**src/rtl/seg7_scan_ctrl.sv**
```systemverilog
// Multiplexed 7-segment scan driver: double-buffered frame data, anti-ghost blanking,
// PWM brightness, leading-zero suppression and selectable output polarities.
module seg7_scan_ctrl #(
  parameter int NUM_DIGITS     = 8,
  parameter int DIGIT_TICKS    = 3125,
  parameter int BLANK_TICKS    = 16,
  parameter int BRIGHT_W       = 4,
  parameter bit EN_ACTIVE_LOW  = 1'b1,
  parameter bit SEG_ACTIVE_LOW = 1'b0
) (
  input  logic                    clk,
  input  logic                    resetn,
  input  logic                    load,
  input  logic [4*NUM_DIGITS-1:0] digits_bcd,
  input  logic [NUM_DIGITS-1:0]   dp_mask,
  input  logic [NUM_DIGITS-1:0]   blank_mask,
  input  logic                    lz_suppress,
  input  logic [BRIGHT_W-1:0]     bright,
  output logic [NUM_DIGITS-1:0]   seg_en,
  output logic [7:0]              seg_data,
  output logic [3:0]              cur_digit,
  output logic                    frame_done
);

  localparam int T_W     = (DIGIT_TICKS > 1) ? $clog2(DIGIT_TICKS) : 1;
  localparam int TE_W    = T_W + 1;
  localparam int K_IW    = (NUM_DIGITS > 1) ? $clog2(NUM_DIGITS) : 1;
  localparam int A_TICKS = DIGIT_TICKS - BLANK_TICKS;
  localparam int P_W     = TE_W + BRIGHT_W;

  localparam logic [T_W-1:0]  T_LAST = T_W'(DIGIT_TICKS - 1);
  localparam logic [K_IW-1:0] K_LAST = K_IW'(NUM_DIGITS - 1);

  if (BLANK_TICKS >= DIGIT_TICKS) begin : g_bad_blank
    $error("seg7_scan_ctrl: BLANK_TICKS must be less than DIGIT_TICKS");
  end
  if (NUM_DIGITS < 1 || NUM_DIGITS > 16) begin : g_bad_digits
    $error("seg7_scan_ctrl: NUM_DIGITS must be in 1..16");
  end

  typedef struct packed {
    logic [4*NUM_DIGITS-1:0] digits;
    logic [NUM_DIGITS-1:0]   dp;
    logic [NUM_DIGITS-1:0]   blank;
    logic                    lz;
    logic [BRIGHT_W-1:0]     bright;
  } frame_cfg_t;

  function automatic logic [6:0] glyph(input logic [3:0] v);
    case (v)
      4'h0:    glyph = 7'h3F;
      4'h1:    glyph = 7'h06;
      4'h2:    glyph = 7'h5B;
      4'h3:    glyph = 7'h4F;
      4'h4:    glyph = 7'h66;
      4'h5:    glyph = 7'h6D;
      4'h6:    glyph = 7'h7D;
      4'h7:    glyph = 7'h07;
      4'h8:    glyph = 7'h7F;
      4'h9:    glyph = 7'h6F;
      4'hA:    glyph = 7'h77;
      4'hB:    glyph = 7'h7C;
      4'hC:    glyph = 7'h39;
      4'hD:    glyph = 7'h5E;
      4'hE:    glyph = 7'h79;
      default: glyph = 7'h71;
    endcase
  endfunction

  logic [T_W-1:0]  t;
  logic [K_IW-1:0] k;
  logic            wrap;
  logic            wrap_q;
  frame_cfg_t      load_cfg;
  frame_cfg_t      pend;
  frame_cfg_t      act;

  assign wrap     = (k == K_LAST) && (t == T_LAST);
  assign load_cfg = '{digits: digits_bcd, dp: dp_mask, blank: blank_mask,
                      lz: lz_suppress, bright: bright};

  // NOTE: all clocked state uses non-blocking assignments so every register samples pre-edge values.
  always_ff @(posedge clk or negedge resetn) begin
    if (!resetn) begin
      t <= '0;
      k <= '0;
    end else if (t == T_LAST) begin
      t <= '0;
      k <= (k == K_LAST) ? '0 : k + 1'b1;
    end else begin
      t <= t + 1'b1;
    end
  end

  // Pending captures every load; active only changes on the frame wrap, so a frame is never torn.
  always_ff @(posedge clk or negedge resetn) begin
    if (!resetn) begin
      pend <= '0;
      act  <= '0;
    end else begin
      if (load) pend <= load_cfg;
      if (wrap) act  <= pend;
    end
  end

  logic [NUM_DIGITS-1:0] lz_mask;
  logic                  zero_run;

  always_comb begin
    // NOTE: defaults before the loop keep every path assigned, so no latch is inferred.
    lz_mask  = '0;
    zero_run = act.lz;
    for (int i = NUM_DIGITS - 1; i >= 1; i--) begin
      zero_run   = zero_run && (act.digits[4*i +: 4] == 4'd0);
      lz_mask[i] = zero_run;
    end
  end

  logic [P_W-1:0]        on_prod;
  logic [TE_W-1:0]       on_end;
  logic [3:0]            nibble;
  logic                  sup;
  logic                  en_now;
  logic [NUM_DIGITS-1:0] en_vec;
  logic [7:0]            data_vec;

  assign on_prod  = P_W'(A_TICKS) * (P_W'(act.bright) + P_W'(1));
  assign on_end   = TE_W'(BLANK_TICKS) + TE_W'(on_prod >> BRIGHT_W);
  assign nibble   = act.digits[{k, 2'b00} +: 4];
  assign sup      = lz_mask[k];
  // A suppressed digit stays lit only to show its decimal point.
  assign en_now   = ({1'b0, t} >= TE_W'(BLANK_TICKS)) && ({1'b0, t} < on_end) &&
                    !act.blank[k] && (!sup || act.dp[k]);
  assign en_vec   = en_now ? (NUM_DIGITS'(1) << k) : '0;
  assign data_vec = {act.dp[k], sup ? 7'h00 : glyph(nibble)};

  // frame_done is delayed one extra cycle so it lines up with digit 0's first output cycle.
  always_ff @(posedge clk or negedge resetn) begin
    if (!resetn) begin
      seg_en     <= {NUM_DIGITS{EN_ACTIVE_LOW}};
      seg_data   <= {8{SEG_ACTIVE_LOW}};
      cur_digit  <= '0;
      wrap_q     <= 1'b0;
      frame_done <= 1'b0;
    end else begin
      seg_en     <= en_vec ^ {NUM_DIGITS{EN_ACTIVE_LOW}};
      seg_data   <= data_vec ^ {8{SEG_ACTIVE_LOW}};
      cur_digit  <= 4'(k);
      wrap_q     <= wrap;
      frame_done <= wrap_q;
    end
  end

endmodule

```
**config.mk**
```make
export PLATFORM = sky130hd
export DESIGN_NAME = seg7_scan_ctrl
export DESIGN_NICKNAME = d
export VERILOG_FILES = /design/src/rtl/seg7_scan_ctrl.sv
export SDC_FILE = /design/constraint.sdc
export NUM_CORES = 1
export LEC_CHECK = 0
export BUFFER_PORTS_ARGS = -buffer_cell sky130_fd_sc_hd__buf_2
export CORE_UTILIZATION = 46
export DETAILED_ROUTE_END_ITERATION = 12
export PLACE_DENSITY = 0.69
export SLEW_MARGIN = 20
export SYNTH_ARGS = -nofsm -noshare
export SYNTH_HDL_FRONTEND = slang
export SYNTH_SLANG_ARGS = --single-unit
```
**constraint.sdc**
```tcl
create_clock -name clk -period 15.7 [get_ports clk]
set_clock_uncertainty 0.15 [all_clocks]
set_input_delay 1.57 -clock clk [delete_from_list [all_inputs] [get_ports clk]]
set_output_delay 1.57 -clock clk [all_outputs]
set_load 0.005 [all_outputs]
```
* After elaboration in Yosys (flattened, before gate mapping)
Memory sizes are Yosys's and may differ from the RTL's. Index checks and enable logic that the tools add are counted.
Word-level totals: flip-flop bits (word level) 142, bits in latches 0, memory bits (writable) 0, bits in read-only memories 112, input bits 56, output and inout port bits 21, memories 1
Operators by class: add/subtract/negate cells 4, multipliers 1, div/mod/pow operators 0, magnitude comparators 3, eq/ne operators 2, shifts and indexed selects 2, multiplexer cells 10, bitwise gates (word level) 1, reductions and logical operators 21
Memories:
- (name not given) | depth 16, width 7, read ports 1, clocked after memory_dff 0, write ports 0, RTL line 50 | case (v)
Operators with widths (count):
- $shiftx 32x6->4 | 1
- $logic_not 4->1 | 7
- $mul 12x5->17 const A | 1
- $add 5x13->13 const A | 1
- $lt 12x13->1 | 1
- $add 12x1->12 const B | 1
- $eq 12x12->1 const B | 1
- $ge 12x5->1 const B | 1
- $mux 12 | 1
- $logic_and 1x1->1 | 11
- $bmux 1 s3 | 3
- $mux 8 | 1
- $not 8->8 | 1
- $shl 1x3->8 const A | 1
- $mux 7 | 1
- $add 4x1->5 const B | 1
- $lt 3x4->1 const B | 1
- $add 3x1->3 const B | 1
- $eq 3x3->1 const B | 1
- $mux 1 | 3
- $mux 3 | 1
- $logic_not 1->1 | 2
- $logic_or 1x1->1 | 1

* Depth between registers and ports, before layout
word-level depth 15, depth in mapped cells 23, mapped depth without buffers 23

* Least setup slack after synthesis
OpenSTA, ideal clock, no wires.
path type reg-to-reg, from reg act[0] in the netlist's numbering, to reg seg_en[0], library setup time 0.107 ns, arrival 5.070 ns, slack 10.374 ns, cell stages (with the launch flop) 21, path buffers 0, cell sequence dfrtp_1 -> ha_1 -> and2_1 -> nand2_1 -> inv_2 -> ha_1 -> ha_1 -> xnor2_1 -> ha_1 -> a211o_1 -> a21oi_1 -> nor2_1 -> or4_1 -> a2111oi_2 -> nand3_1 -> xnor2_1 -> ha_1 -> a21o_1 -> a311o_1 -> o211ai_1 -> o2111ai_1
On the way: cells in the longest elaborated chain, start to end 9
RTL lines:
- from (decl) | RTL line 76 | frame_cfg_t act;
- from (signal assigned) | RTL line 102 | if (wrap) act <= pend;
- $add 4x1->5 | RTL line 127 | assign on_prod = P_W'(A_TICKS) * (P_W'(act.bright) + P_W'(1));
- $mul 12x5->17 | RTL line 127
- $add 5x13->13 | RTL line 128 | assign on_end = TE_W'(BLANK_TICKS) + TE_W'(on_prod >> BRIGHT_W);
- $lt 12x13->1 | RTL line 132 | assign en_now = ({1'b0, t} >= TE_W'(BLANK_TICKS)) && ({1'b0, t} < on_end) &&
- $logic_and 1x1->1 (2 in series) | RTL line 132
- $logic_and 1x1->1 | RTL line 133 | !act.blank[k] && (!sup || act.dp[k]);
- $mux 8 | RTL line 134 | assign en_vec = en_now ? (NUM_DIGITS'(1) << k) : '0;
- $not 8->8 (no source line)
- to (signal assigned) | RTL line 140 | seg_en <= {NUM_DIGITS{EN_ACTIVE_LOW}};
- to (signal assigned) | RTL line 146 | seg_en <= en_vec ^ {NUM_DIGITS{EN_ACTIVE_LOW}};
- to (decl) | RTL line 19 | output logic [NUM_DIGITS-1:0] seg_en,
Every way passes these cells. A chain may end at the register's enable or synchronous reset.

* Worst setup path in the final report
from reg act[0] in the netlist's numbering, to reg seg_en[6]
The elaborated chain is that of the path after synthesis.

==> metrics.md <==
| Metric | Value |
|---|---|
| Status | `completed` |
| Vias per inst | `5.51` |
| Die Footprint | `16100 sq um` |
| Design area | `8350 sq um` |
| Vias in the first global route | `4741` |
| I/O Pins | `77` |
| Post-Syn Instances | `556` |
| Initial antenna violation count | `0` |
| Drt pass-1 iters | `4` |
| Register area share after synthesis | `49.8%` |
| Hold WC Path Type | `register to register` |
| CP Launch Point | `act[0]$_DFFE_PN0P_` |
| Peak VDD IR | `0.0000622 V` |
| H-tree depth | `4` |
| Most frequently used flop master after synthesis | `dfrtp_1` |
| Ys async rst share | `100%` |
| Core area | `15200 sq um` |
| CP startpoint kind | `register` |
| Nets | `739` |
| Hold_buf cts | `0` |
| Post-route setup TNS | `0 ps` |
| Critical path class | `register to register` |
| Remaining Overflow, GRT | `0` |
| Yosys cell types | `59` |
| Tcrit/Tclk final | `37.9%` |
| Critical Path Fanout Max | `10` |
| Placed Area | `7740 sq um` |
| Slew Limit Fails | `0` |
| Share of layout cells above drive strength 1 | `39.0%` |
| Routability Congestion | `0.849` |
| TritonCTS clock tree | `built` |
| Reg-to-Reg End | `seg_en[6]$_DFF_PN1_` |
| PortBufs | `75` |
| Top cells by area, synth | `dfrtp_1, mux2_2, ha_1` |
| Area growth syn-to-layout | `16.6%` |
| CP Data Arrival Time | `6110 ps` |
| Max-Cap Viols | `0` |
| Placed cell count | `804` |
| Post-DP HPWL | `9820 um` |
| Die Wd | `127 um` |
| Fin cells | `836` |
| Worst slew pin tran | `973 ps` |
| Post-synthesis cell area | `7160 sq um` |
| Clock Tree Root | `clkbuf_16` |
| Top-area cell type share of the netlist area | `46.8%` |
| Leakage power | `4.00 nW` |
| Pwr dens | `100 nW/um^2` |
| Worst flop-to-flop path startpoint | `act[0]$_DFFE_PN0P_` |
| Ys Warns | `0` |
| Power consumption | `0.000835 W` |
| Largest net degree at the start of global routing | `98` |
| Slew headroom | `35.1%` |
| # rows | `45` |
| Final Hold Fails | `0` |
| Kind of end point of the critical path | `register` |
| CTS Buf Count | `17` |
| Final setup fails | `0` |
| Yosys top cell by area | `dfrtp_1` |
| Clock Sinks | `142` |
| Hold_ws | `207 ps` |
| N_diodes | `0` |
| Post-cts resize count | `0` |
| Most frequent cells after synthesis | `dfrtp_1, mux2_2, ha_1, nand2_1, inv_1` |
| Max Root-Sink Buffers | `2` |
| Residual DRC | `0` |
| Vias | `4610` |
| Post-DR wirelength/cell | `17.0 um` |
| Initial DRC Count | `267` |
| First-pass GRT wire length | `24400 um` |
| Final WL | `14200 um` |
| Remaining antenna violation count | `0` |
| Post-route minimum period | `5960 ps` |
| RSZ-0062 raised after global routing | `false` |
| Clk slew on worst S/H paths | `60 ps` |
| GRT Util Overall | `19.6%` |
| Starting Density | `47.1%` |
| Maximum clock rate | `0.168 GHz` |
| Avg Inst Size Synth | `12.9 sq um` |
| R2R setup slack | `9740 ps` |
| Synthesized flop and latch total | `142` |
| Critical path capture point | `seg_en[6]$_DFF_PN1_` |
| Clk_lat worst skew | `430 ps` |
| Number of synthesized flops with an enable pin | `0` |
| WP data required | `15850 ps` |
| Die Height | `127 um` |
| Most common cell in the netlist | `dfrtp_1` |
| Postcts setup bufs | `0` |
| Syn nets | `660` |
| R2R cell count | `20` |
-- critical path, stage by stage, from the launching register on --
cell       delay [ps]
dfrtp_1           510
ha_1              290
and2_1            170
nand2_1           220
inv_2             150
ha_1              230
ha_1              280
xnor2_1           140
ha_1              380
a211o_1           330
a21oi_1           480
nor2_1             60
or4_1             430
a2111oi_2         400
nand3_1           140
xnor2_1           140
ha_1              310
a21o_1            210
a311o_1           320
o211ai_1          260
o2111ai_1         220
-- how the worst min path moves through the flow --
stage / cells past startpoint / to / startpoint / slack (ps)
6_report: 0 / frame_done$_DFF_PN0_ / wrap_q$_DFF_PN0_ / 210
5_1_grt: 0 / frame_done$_DFF_PN0_ / wrap_q$_DFF_PN0_ / 220
4_1_cts: 0 / frame_done$_DFF_PN0_ / wrap_q$_DFF_PN0_ / 210
3_5_place_dp: 0 / frame_done$_DFF_PN0_ / wrap_q$_DFF_PN0_ / 190
3_3_place_gp: 0 / frame_done$_DFF_PN0_ / wrap_q$_DFF_PN0_ / 190
2_1_floorplan: 0 / frame_done$_DFF_PN0_ / wrap_q$_DFF_PN0_ / 180
-- registers in the layout, summed over array words and instances (netlist names) --
name	flops
pend	53
t	12
act	53
frame_done	1
cur_digit	3
seg_en	8
k	3
seg_data	8
wrap_q	1
-- final cells by class --
cell class / instances / area [sq um]
inverters: 21 / 78.8
multi-input cells: 374 / 3450
flip-flops and latches: 142 / 3560
well taps: 188 / 235
clock inverters: 15 / 184
repair buffers: 79 / 412
clock buffers: 17 / 425
fillers: 1290 / 6850
-- cell usage in the layout (no fill, tap or decap), drive strengths merged, types with 4 or more instances in the layout --
master / synthesis / final
a21o: 6 / 6
a21oi: 17 / 17
and2: 4 / 4
buf: 7 / 79
clkbuf: 12 / 17
clkinv: 0 / 5
dfrtp: 134 / 134
dfstp: 8 / 8
ha: 48 / 48
inv: 21 / 26
mux2: 104 / 104
mux2i: 6 / 6
mux4: 12 / 12
nand2: 35 / 35
nand2b: 4 / 4
nand3: 9 / 9
nor2: 17 / 17
nor3: 5 / 5
nor4: 8 / 8
o2111ai: 8 / 8
o211ai: 5 / 5
o21ai: 17 / 17
or4: 4 / 4
xnor2: 16 / 16
xor2: 12 / 12
-- per-stage QoR --
| stage | setup WS [ps] | util (%) |
|---|---|---|
| 5_1_grt | 9200 | 54.9 |
| 3_5_place_dp | 9770 | 50.9 |
| 6_report | 9740 | 54.9 |
| 4_1_cts | 9730 | 54.9 |
| 3_3_place_gp | 9920 | 50.9 |
| 2_1_floorplan | 10370 | - |
-- routing by layer --
metal / vias to the layer above / global-route usage, % / wire length, um
met5: - / 0 / 0
met4: 0 / 8.19 / 278
met3: 21 / 4.34 / 576
met2: 106 / 31.1 / 6800
met1: 2292 / 26.1 / 6540
li1: 2191 / - / -
-- where the power goes --
part | switching (W) | internal (W) | leakage, nW
logic | 0.0000147 | 0.0000174 | 1.92
clock network | 0.000163 | 0.000252 | 0.296
registers | 0.00000775 | 0.000380 | 1.79
total | 0.000185 | 0.000650 | 4.00
-- kinds of logic after synthesis --
kind of cell             Yosys count  synth area share [%]
flip-flops                       142                  49.8
buffers and inverters             40                  2.15
multiplexers                     122                  21.0
other                              1                0.0524
AO/OA/AOI/OAI                     78                  8.02
adder cells (fa/ha/maj)           48                  8.39
AND/OR/NAND/NOR                   97                  6.88
XOR/XNOR                          28                  3.79
Note: power is estimated with default switching activity, not from simulation.
